--- src/rtl/fft_hdmi_fifo_wr_ctrl.sv ---
// Write-side sequencer for the FFT->HDMI spectrum FIFO: flush, align to the FFT frame start, capture NUM_BINS words.
// Optional peak-hold decimation by DECIM is built only when FFT_FIFO_DECIM_EN is defined.
module fft_hdmi_fifo_wr_ctrl #(
  parameter int DATA_WIDTH = 16,
  parameter int ADDR_WIDTH = 10,
  parameter int NUM_BINS   = 512,
  parameter int RST_CYCLES = 4,
  parameter int DECIM      = 2
) (
  input  logic                  clk,
  input  logic                  rst_n,
  input  logic                  frame_req,
  input  logic [DATA_WIDTH-1:0] fft_data,
  input  logic                  fft_valid,
  input  logic                  fft_last,
  input  logic                  fifo_full,
  input  logic [ADDR_WIDTH:0]   fifo_wr_water_level,
  output logic                  fifo_wr_en,
  output logic [DATA_WIDTH-1:0] fifo_wr_data,
  output logic                  fifo_wr_rst,
  output logic                  busy,
  output logic                  frame_done,
  output logic                  overflow,
  output logic                  short_frame,
  output logic [15:0]           drop_cnt
);

  localparam int CNT_W = $clog2(NUM_BINS) + 1;
  localparam int RST_W = $clog2(RST_CYCLES + 1);

  typedef enum logic [2:0] {S_IDLE, S_FLUSH, S_ALIGN, S_CAPTURE, S_DONE} state_t;

  state_t                state, state_nx;
  logic [RST_W-1:0]      rst_cnt;
  logic [CNT_W-1:0]      bin_cnt;
  logic                  cap_end;
  logic                  req_ok;
  logic                  accept;
  logic                  issue;
  logic                  last_word;
  logic                  short_hit;
  logic [DATA_WIDTH-1:0] word;
  logic                  unused;

  assign req_ok    = (state == S_IDLE) & frame_req;
  // cap_end blocks beats arriving after the final word of the frame
  assign accept    = (state == S_CAPTURE) & fft_valid & ~cap_end;
  assign last_word = (bin_cnt == CNT_W'(NUM_BINS - 1));

`ifdef FFT_FIFO_DECIM_EN
  localparam int GRP_W = (DECIM > 1) ? $clog2(DECIM) : 1;

  logic [GRP_W-1:0]      grp_cnt;
  logic [DATA_WIDTH-1:0] peak;
  logic                  grp_full;

  assign grp_full  = (grp_cnt == GRP_W'(DECIM - 1));
  assign word      = ((grp_cnt == '0) || (fft_data > peak)) ? fft_data : peak;
  assign issue     = accept & (grp_full | fft_last);
  // a last beat that closes a partial group is short even if it fills the final word
  assign short_hit = fft_last & (~last_word | ~grp_full);
  assign unused    = ^fifo_wr_water_level;

  always_ff @(posedge clk or negedge rst_n) begin
    if (!rst_n) begin
      grp_cnt <= '0;
      peak    <= '0;
    end else if (state == S_ALIGN) begin
      grp_cnt <= '0;
    end else if (accept) begin
      peak    <= word;
      grp_cnt <= issue ? '0 : grp_cnt + 1'b1;
    end
  end
`else
  assign word      = fft_data;
  assign issue     = accept;
  assign short_hit = fft_last & ~last_word;
  assign unused    = ^{fifo_wr_water_level, DECIM[0]};
`endif

  always_comb begin
    state_nx = state;
    case (state)
      S_IDLE:    if (frame_req) state_nx = S_FLUSH;
      S_FLUSH:   if (rst_cnt == '0) state_nx = S_ALIGN;
      S_ALIGN:   if (fft_valid && fft_last) state_nx = S_CAPTURE;
      S_CAPTURE: if (cap_end) state_nx = S_DONE;
      S_DONE:    state_nx = S_IDLE;
      default:   state_nx = S_IDLE;
    endcase
  end

  always_ff @(posedge clk or negedge rst_n) begin
    if (!rst_n) begin
      state        <= S_IDLE;
      rst_cnt      <= '0;
      bin_cnt      <= '0;
      cap_end      <= 1'b0;
      fifo_wr_en   <= 1'b0;
      fifo_wr_data <= '0;
      fifo_wr_rst  <= 1'b0;
      busy         <= 1'b0;
      frame_done   <= 1'b0;
    end else begin
      state       <= state_nx;
      // status outputs decoded from next state so they are glitch-free flops
      fifo_wr_rst <= (state_nx == S_FLUSH);
      busy        <= (state_nx != S_IDLE);
      frame_done  <= (state_nx == S_DONE);
      fifo_wr_en  <= issue;
      if (issue) fifo_wr_data <= word;

      if (req_ok) rst_cnt <= RST_W'(RST_CYCLES - 1);
      else if (state == S_FLUSH && rst_cnt != '0) rst_cnt <= rst_cnt - 1'b1;

      if (state == S_ALIGN) begin
        bin_cnt <= '0;
        cap_end <= 1'b0;
      end else if (issue) begin
        bin_cnt <= bin_cnt + 1'b1;
        if (last_word || fft_last) cap_end <= 1'b1;
      end
    end
  end

  always_ff @(posedge clk or negedge rst_n) begin
    if (!rst_n) begin
      overflow    <= 1'b0;
      short_frame <= 1'b0;
      drop_cnt    <= '0;
    end else if (req_ok) begin
      overflow    <= 1'b0;
      short_frame <= 1'b0;
      drop_cnt    <= '0;
    end else begin
      if (issue && short_hit) short_frame <= 1'b1;
      if (fifo_wr_en && fifo_full) begin
        overflow <= 1'b1;
        if (drop_cnt != 16'hFFFF) drop_cnt <= drop_cnt + 16'd1;
      end
    end
  end

endmodule

--- config.mk ---
export PLATFORM = sky130hd
export DESIGN_NAME = fft_hdmi_fifo_wr_ctrl
export DESIGN_NICKNAME = d
export VERILOG_FILES = /design/src/rtl/fft_hdmi_fifo_wr_ctrl.sv
export SDC_FILE = /design/constraint.sdc
export NUM_CORES = 1
export LEC_CHECK = 0
export CELL_PAD_IN_SITES_DETAIL_PLACEMENT = 1
export CELL_PAD_IN_SITES_GLOBAL_PLACEMENT = 2
export CORE_AREA = 2 2 138 73
export CTS_BUF_LIST = sky130_fd_sc_hd__clkbuf_4 sky130_fd_sc_hd__clkbuf_8 sky130_fd_sc_hd__clkbuf_16
export CTS_CLUSTER_SIZE = 8
export DETAILED_ROUTE_END_ITERATION = 8
export DIE_AREA = 0 0 140 75
export PLACE_DENSITY = 0.75
export REMOVE_ABC_BUFFERS = 1
export SLEW_MARGIN = 20
export SYNTH_ARGS = -nofsm -noshare
export SYNTH_HDL_FRONTEND = slang
export SYNTH_SLANG_ARGS = --single-unit
--- constraint.sdc ---
create_clock -name clk -period 2 [get_ports clk]
set_clock_uncertainty 0.2 [all_clocks]
set_input_delay 0.4 -clock clk [delete_from_list [all_inputs] [get_ports clk]]
set_output_delay 0.4 -clock clk [all_outputs]
set_load 0.02 [all_outputs]
After elaboration in Yosys (flattened, before gate mapping)

Cells that the tools add are included.

Register bits: 55
Latch bits: 0
RAM bits: 0
Memory bits (read-only): 0
Output and inout bits: 38
Memories: 0

Add/sub/neg operators: 3
Multiply operators: 0
Div/mod/pow operators: 0
Magnitude comparators: 0
Eq/ne operators: 7
Shift operators: 0
Multiplexer cells: 19
Bitwise gates (word level): 6
Reduce and logical (&&, ||, !) cells: 17

Operators by type and width:

| cell                                                 | count |
|---|---|
| two-way mux 16 bit                                   | 3 |
| two-way mux 10 bit                                   | 2 |
| two-way mux 3 bit                                    | 6 |
| adder 16 x 1 -> 16 bit, second input constant        | 1 |
| inequality test 16 bit, second input constant        | 1 |
| one-hot mux 3 bit (4 select lines)                   | 1 |
| nonzero test 2 bit                                   | 6 |
| adder 10 x 1 -> 10 bit, second input constant        | 1 |
| equality test 10 x 9 -> 1 bit, second input constant | 1 |
| two-way mux 1 bit                                    | 7 |
| equality test 3 x 1 -> 1 bit, second input constant  | 2 |
| equality test 3 x 2 -> 1 bit, second input constant  | 2 |
| zero test 3 bit                                      | 2 |
| nonzero test 3 bit                                   | 2 |
| bitwise AND 1 bit                                    | 4 |
| logical AND 1 bit                                    | 4 |
| AND reduction 2 bit                                  | 2 |
| equality test 3 bit, second input constant           | 1 |
| subtractor 3 x 1 -> 3 bit, second input constant     | 1 |
| NOT 1 bit                                            | 2 |
| logical OR 1 bit                                     | 1 |

Depth between registers and ports, before layout

Gate-level depths: netlist of run 1.

Depth after elaboration: 6
Gate-level depth with buffers: 7
Depth with buffers taken out: 6

Worst setup path after synthesis of run 1

OpenSTA, ideal clock, no wires.

Path type: flip-flop to flip-flop
Start point: reg drop_cnt[0]
End point: reg drop_cnt[5]
Library setup time: 0.120 ns
Arrival: 1.723 ns
Required time: 1.680 ns
Slack: -0.043 ns
Cell stages (with the launch flop): 6
Clock period less this slack: 2.043 ns
Path through: dfrtp_1 ha_1 nand3_1 or4_4 buf_6 a41o_2

Cells in the longest elaborated chain, start to end: 4

RTL lines:

| item                   | line | source |
|---|---|---|
| start, declared        | 25   | `output logic [15:0] drop_cnt` |
| start signal, assigned | 140  | `if (drop_cnt != 16'hFFFF) drop_cnt <= drop_cnt + 16'd1;` |
| adder 16 x 1 -> 16 bit | 140  |  |
| two-way mux 16 bit     | 140  |  |
| two-way mux 16 bit     | 138  | `if (fifo_wr_en && fifo_full) begin` |
| two-way mux 16 bit     | 132  | `end else if (req_ok) begin` |

Several ways; a longest one is shown, not always the timed one. The select of a mux whose other input is x is not followed.
A chain may end at the register's enable or synchronous reset.

Final worst setup path of run 1

Start point: reg drop_cnt[10]
End point: out drop_cnt[10]

No word-level cell between the ends.

==> impl_metrics.json, run 1 <==
{
  "avgSynthCellArea_um2": 9.75,
  "hold_path_depth": 2,
  "worst_ep_required_time_ps": 1400,
  "synth-warning-count": 0,
  "gr-usage-all-layers": 0.155,
  "first_iter_violations": 125,
  "grt_pass1_wl_um": 12700,
  "drt-pass1-iter-count": 6,
  "fill_cells": 1016,
  "multi_input_area_um2": 1190,
  "slowest_delay_ps": 630,
  "cp_num_cells": 1,
  "arrival_ps": 1350,
  "gp_congestion": 0.773,
  "area_growth_pct": 46.1,
  "path_class": "register to output pin",
  "fp.dieH_um": 75,
  "htreeDepth": 2,
  "hp-start": "fifo_wr_data[4]$_DFFE_PN0P_",
  "ys_async_sr_fraction": 1.00,
  "ff_latch_area_um2": 1380,
  "grt_remaining_overflow": 0,
  "placedCellCount": 479,
  "slew_headroom": 0.742,
  "drive_gt1_frac": 0.172,
  "design_area_um2": 3840,
  "critPathSlowestCell": "clkdlybuf4s50_1",
  "fin_nets": 403,
  "yosysMostFrequentCell": "nand2_1",
  "startpoint": "drop_cnt[10]$_DFFE_PN0P_",
  "seq_area_frac_synth": 0.523,
  "cp_top_family": "buffers and inverters",
  "yosys-top-cells-area": "dfrtp_1, nand2_1, a21oi_1",
  "post_cts_buffers": 0,
  "hold_path_class": "register to register",
  "grt_antenna_before_repair": 0,
  "synthTopCellsByCount": "nand2_1, dfrtp_1, nor2_1",
  "worst_ir_drop_vdd_v": 0.000526,
  "initial_core_util": 0.285,
  "ys_types": 53,
  "fin_cells": 488,
  "synth-main-ff-cell": "dfrtp_1",
  "period_minus_slack_ps": 1950,
  "ioPinCount": 71,
  "clock_latency_ps": 300,
  "setup-violations-final": 0,
  "dp_hpwl_um": 5800,
  "clkTransAtPathRegs_ps": 70,
  "ant_nets": 0,
  "place_area_um2": 3630,
  "synth_edf_count": 0,
  "cts_tree": "built",
  "crit_chain": "clkdlybuf4s50_1",
  "max_cap_viol_count": 0,
  "worst_pin_slew_ps": 384,
  "p_leak_uw": 0.00185,
  "rr_worst_depth": 4,
  "antenna_cells": 0,
  "netlist_area_um2": 2630,
  "hold_viol": 0,
  "clockBufferDepth": 2,
  "vias": 2386,
  "final_util": 0.417,
  "yosysTopAreaCellShare": 0.523,
  "grt_pass1_vias": 2427,
  "avgRoutedWirePerCell_um": 16.0,
  "die_area_um2": 10500,
  "setup.worst_path.end_class": "output pin",
  "dieWidth_um": 140,
  "yosys.area.top_type": "dfrtp_1",
  "period_share": 0.973,
  "drc": 2,
  "core_um2": 9230,
  "io_buffers": 59,
  "timing.rr.start": "drop_cnt[0]$_DFFE_PN0P_",
  "grt_max_degree": 45,
  "synthCells": 270,
  "slew_viol_final": 0,
  "cts_root_buf": "clkbuf_16",
  "ys_ff_latch": 55,
  "violations": "design-rule violations",
  "vias_per_cell": 4.89,
  "worstSetupStartpointType": "register",
  "critPathBufInv": 1,
  "max_clock_freq_ghz": 0.514,
  "rows": 25,
  "status": "finished, violations left",
  "cts_buffers": 5,
  "cts.sinks": 55,
  "p_per_area_nw_per_um2": 1200,
  "rsz0062_at_grt": "no",
  "wirelength_um": 7830,
  "critPathMaxFanout": 4
}
final timing paths:
path | end | slack, ps
max | drop_cnt[10] | 50
min | fifo_wr_data[4]$_DFFE_PN0P_ | 280
min reg2reg | fifo_wr_data[4]$_DFFE_PN0P_ | 280
min in group asynchronous | fifo_wr_rst$_DFF_PN0_ | 320
max reg2reg | drop_cnt[5]$_DFFE_PN0P_ | 80
max in group asynchronous | fifo_wr_data[10]$_DFFE_PN0P_ | 730
registers in the layout, indices dropped and copies added (netlist names), 3 cells and up:
| name | count |
|---|---|
| drop_cnt | 16 |
| bin_cnt | 10 |
| rst_cnt | 3 |
| state | 3 |
| fifo_wr_data | 16 |
layer usage:
metal  part of all wire  routed length, µm  global-route usage  vias to the layer above
met5                  0                  0                   0                        -
met4             0.0024                 19              0.0135                        0
met3              0.082                640              0.0655                        2
met2               0.42               3250               0.231                       53
met1               0.50               3920               0.220                     1181
li1                   -                  -                   -                     1150
timing repair:
action | in CTS | in global routing
gates cloned | 0 | 0
endpoints found under the hold margin | 11 | 0
resized for setup | 12 | 7
pin swaps | 0 | 0
hold buffers | 1 | 0
endpoints found under the setup margin | 11 | 8
cell usage in the layout, fill, tap and decap left out, types with 2 or more instances in the layout:
| cell type | Yosys | final |
|---|---|---|
| a31oi_1 | 4 | 4 |
| dfrtp_1 | 55 | 55 |
| clkbuf_16 | 0 | 5 |
| o41ai_1 | 2 | 2 |
| nand4_1 | 6 | 6 |
| nor4_1 | 4 | 4 |
| ha_1 | 4 | 3 |
| bufinv_16 | 0 | 2 |
| o31ai_1 | 5 | 5 |
| dlygate4sd2_1 | 0 | 11 |
| and3_1 | 3 | 3 |
| inv_1 | 6 | 6 |
| nor3_1 | 3 | 3 |
| nand2_1 | 67 | 67 |
| and4_1 | 2 | 2 |
| nor2_1 | 20 | 20 |
| buf_12 | 0 | 2 |
| a21oi_1 | 17 | 17 |
| xor2_1 | 3 | 3 |
| dlymetal6s2s_1 | 0 | 5 |
| o21ai_0 | 7 | 7 |
| or3_1 | 3 | 3 |
| or4_1 | 4 | 4 |
| nand2b_1 | 2 | 2 |
| nand3_1 | 7 | 6 |
| xnor2_1 | 7 | 7 |
| a211oi_1 | 2 | 2 |
| nand4_4 | 2 | 2 |
| buf_4 | 1 | 37 |
| clkdlybuf4s50_1 | 0 | 42 |
logic make-up (layout without fill, tap and decap cells):
group | Yosys count | count (layout) | share of synthesized area
buf+inv | 16 | 113 | 0.0290
fa+ha+maj | 4 | 4 | 0.0190
flops | 55 | 55 | 0.523
xor+xnor | 10 | 10 | 0.0333
mux | 1 | 1 | 0.00380
simple gates | 137 | 137 | 0.270
compound gates | 47 | 47 | 0.122
power by group:
group          internal [µW]  switching, µW
Sequential              1420            203
Combinational            847           1020
Clock                    733            414
final cells by class:
cell class / instances / share of cell area
Timing Repair Buffer: 99 / 0.237
Tap cell: 121 / 0.0394
Clock buffer: 6 / 0.0345
Multi-Input combinational cell: 199 / 0.309
Inverter: 6 / 0.00586
Sequential cell: 55 / 0.358
Clock inverter: 2 / 0.0156
through the flow:
stage	hold slack, ps	power [µW]	worst slack [ps]	setup TNS (ps)
2_1_floorplan	-95.6	2540	-272	-1630
3_3_place_gp	106	3480	-273	-2630
3_5_place_dp	104	3540	-301	-2900
4_1_cts	280	4710	3.70	0
5_1_grt	304	4940	12.2	0
6_report	275	4630	54.0	0
tightest hold or removal path: stages, from the launching register on:
cell and delay, ps:
dfrtp_1 340, nand2_1 50, nand2_1 60
(Power assumes the default switching activity.)
==> run 2, diff against run 1 <==
- ABC_AREA: not set -> 1
- CORE_AREA: 2 2 138 73 -> 3 3 147 78
- DIE_AREA: 0 0 140 75 -> 0 0 150 81
==> run 2 against run 1 <==
Effect of this change:
- the run now ends clean
- design area down 0.88%
- critical path depth unchanged
- sequential cell count unchanged
- wire length down 0.59%
- register-to-register slack better by 140 ps
- final cell count up 16%
- first-iteration DRC count down 33%
- sequential share of layout area up 0.32 points
- total power down 4.3%
- via count up 6.4%
- worst hold slack worse by 4.4 ps
- highest routed layer unchanged
==> impl_metrics.json, run 2 <==
{
  "htreeDepth": 2,
  "synth_edf_count": 0,
  "whs_ps": 271,
  "die_area_um2": 12200,
  "drive_gt1_frac": 0.146,
  "yosysMostFrequentCell": "nand2_1",
  "most-common-layout-cells": "nand2_1, dfrtp_1, clkdlybuf4s50_1",
  "cts_buffers": 5,
  "crit_chain": "clkdlybuf4s50_1",
  "cts.sinks": 55,
  "antenna_cells": 0,
  "setup-violations-final": 0,
  "worstSetupStartpointType": "register",
  "gr-usage-all-layers": 0.137,
  "status": "completed",
  "avgSynthCellArea_um2": 8.16,
  "core_um2": 10100,
  "fp.dieH_um": 81,
  "period_share": 0.966,
  "wirelength_um": 7780,
  "startpoint": "drop_cnt[9]$_DFFE_PN0P_",
  "dp_hpwl_um": 5870,
  "ys_async_sr_fraction": 1.00,
  "seq_area_frac_synth": 0.481,
  "arrival_ps": 1330,
  "final_util": 0.375,
  "grt_pass1_wl_um": 13300,
  "initial_core_util": 0.282,
  "max_clock_freq_ghz": 0.518,
  "hold_viol": 0,
  "rows": 26,
  "fill_cells": 1242,
  "postLayoutSetupSlackWorst_ps": 68.4,
  "top_regs": "drop_cnt x16, fifo_wr_data x16, bin_cnt x10",
  "avgRoutedWirePerCell_um": 13.8,
  "max_cap_viol_count": 0,
  "netlist_area_um2": 2860,
  "hold_path_depth": 1,
  "rsz0062_at_grt": "no",
  "dieWidth_um": 150,
  "synthTopCellsByCount": "nand2_1, dfrtp_1, inv_1, nor2_1, nand3_1",
  "yosys-top-cells-area": "dfrtp_1, nand2_1, nand3_1",
  "io_buffers": 59,
  "clockBufferDepth": 2,
  "cp_num_cells": 1,
  "grt_antenna_before_repair": 0,
  "ant_nets": 0,
  "cp_top_family": "buffers and inverters",
  "path_class": "register to output pin",
  "synthCells": 351,
  "ys_ff_latch": 55,
  "worst_ep_required_time_ps": 1400,
  "hold_path_class": "register to register",
  "slew_viol_final": 0,
  "critPathBufInv": 1,
  "clock_latency_ps": 300,
  "yosysTopAreaCellShare": 0.481,
  "p_per_area_nw_per_um2": 1160,
  "rr_worst_depth": 8,
  "drc": 0,
  "slowest_delay_ps": 620,
  "grt_remaining_overflow": 0,
  "cts_tree": "built",
  "grt_max_degree": 29,
  "vias": 2538,
  "critPathMaxFanout": 5,
  "first_iter_violations": 84,
  "vias_per_cell": 4.50,
  "grt_pass1_vias": 2764,
  "hp-start": "rst_cnt[2]$_DFFE_PN0P_",
  "worst_pin_slew_ps": 558,
  "cts_root_buf": "clkbuf_16",
  "area_growth_pct": 33.1,
  "timing.rr.start": "drop_cnt[5]$_DFFE_PN0P_",
  "fin_nets": 460,
  "drt-pass1-iter-count": 4,
  "ioPinCount": 71,
  "slew_headroom": 0.628,
  "setup.worst_path.end_class": "output pin",
  "yosys.area.top_type": "dfrtp_1",
  "critPathSlowestCell": "clkdlybuf4s50_1",
  "period_minus_slack_ps": 1930,
  "worst_ir_drop_vdd_v": 0.000387,
  "synth-main-ff-cell": "dfrtp_1",
  "ys_types": 29,
  "mostFrequentLayoutCell": "nand2_1",
  "synth-warning-count": 0,
  "p_leak_uw": 0.00180,
  "clkTransAtPathRegs_ps": 70,
  "gp_congestion": 0.766,
  "dp_slack_ps": -8.92
}
[run 2: kinds of logic (layout without fill, tap and decap cells)]
family          count (synthesis)  in the layout  share of synthesized area
compound gates                 47             47                      0.104
xor+xnor                        1              1                    0.00306
fa+ha+maj                       4              4                     0.0175
buf+inv                        40            113                     0.0660
flops                          55             55                      0.481
simple gates                  204            204                      0.329
[run 2: path summary, 6_finish.rpt]
| path | slack (ps) | to |
|---|---|---|
| max | 70 | drop_cnt[9] |
| min | 270 | rst_cnt[2]$_DFFE_PN0P_ |
| max reg2reg | 220 | drop_cnt[4]$_DFFE_PN0P_ |
| min reg2reg | 270 | rst_cnt[2]$_DFFE_PN0P_ |
| max in group asynchronous | 590 | bin_cnt[5]$_DFFE_PN0P_ |
| min in group asynchronous | 430 | bin_cnt[6]$_DFFE_PN0P_ |
[run 2: through the flow]
step | std cells | instance area, µm² | power (µW) | TNS [ps]
final | 564 | 3810 | 4430 | 0
after global routing | 564 | 3810 | 4810 | 0
after CTS | 564 | 3810 | 4520 | 0
after detailed placement | 555 | 3670 | 3610 | -8.92
after global placement | 555 | 3670 | 3530 | 0
after floorplan | 342 | 2790 | 2690 | -2020
[run 2: report_power, final]
group	total, µW	internal (µW)	leakage (µW)	switching [µW]
Clock	908	471	0.0000742	437
Combinational	1910	757	0.000995	1150
Sequential	1610	1410	0.000726	203
[run 2: cell type report]
class | count | area (µm²) | share of cell area
Clock inverter | 3 | 22.5 | 0.00591
Sequential cell | 55 | 1380 | 0.361
Timing Repair Buffer | 74 | 698 | 0.183
Inverter | 31 | 116 | 0.0305
Multi-Input combinational cell | 256 | 1300 | 0.340
Tap cell | 140 | 175 | 0.0460
Clock buffer | 5 | 125 | 0.0328
[run 2: timing repair]
item,in CTS,in global routing
hold buffers,1,0
resized for setup,14,1
setup buffers,0,0
endpoints found under the hold margin,17,0
setup endpoints to repair,14,1
[run 2: metal layers]
metal | up-vias | part of all wire | wire [µm] | GRT usage
li1 | 1278 | - | - | -
met1 | 1224 | 0.48 | 3700 | 0.173
met2 | 27 | 0.48 | 3770 | 0.239
met3 | 9 | 0.027 | 214 | 0.0318
met4 | 0 | 0.013 | 100 | 0.0374
met5 | - | 0 | 0 | 0
==> run 3, diff against run 2 <==
- ABC_CLOCK_PERIOD_IN_PS: not set -> 2000
==> results of run 3 <==
Final layout, timing and power as in run 2 (identical DEF).
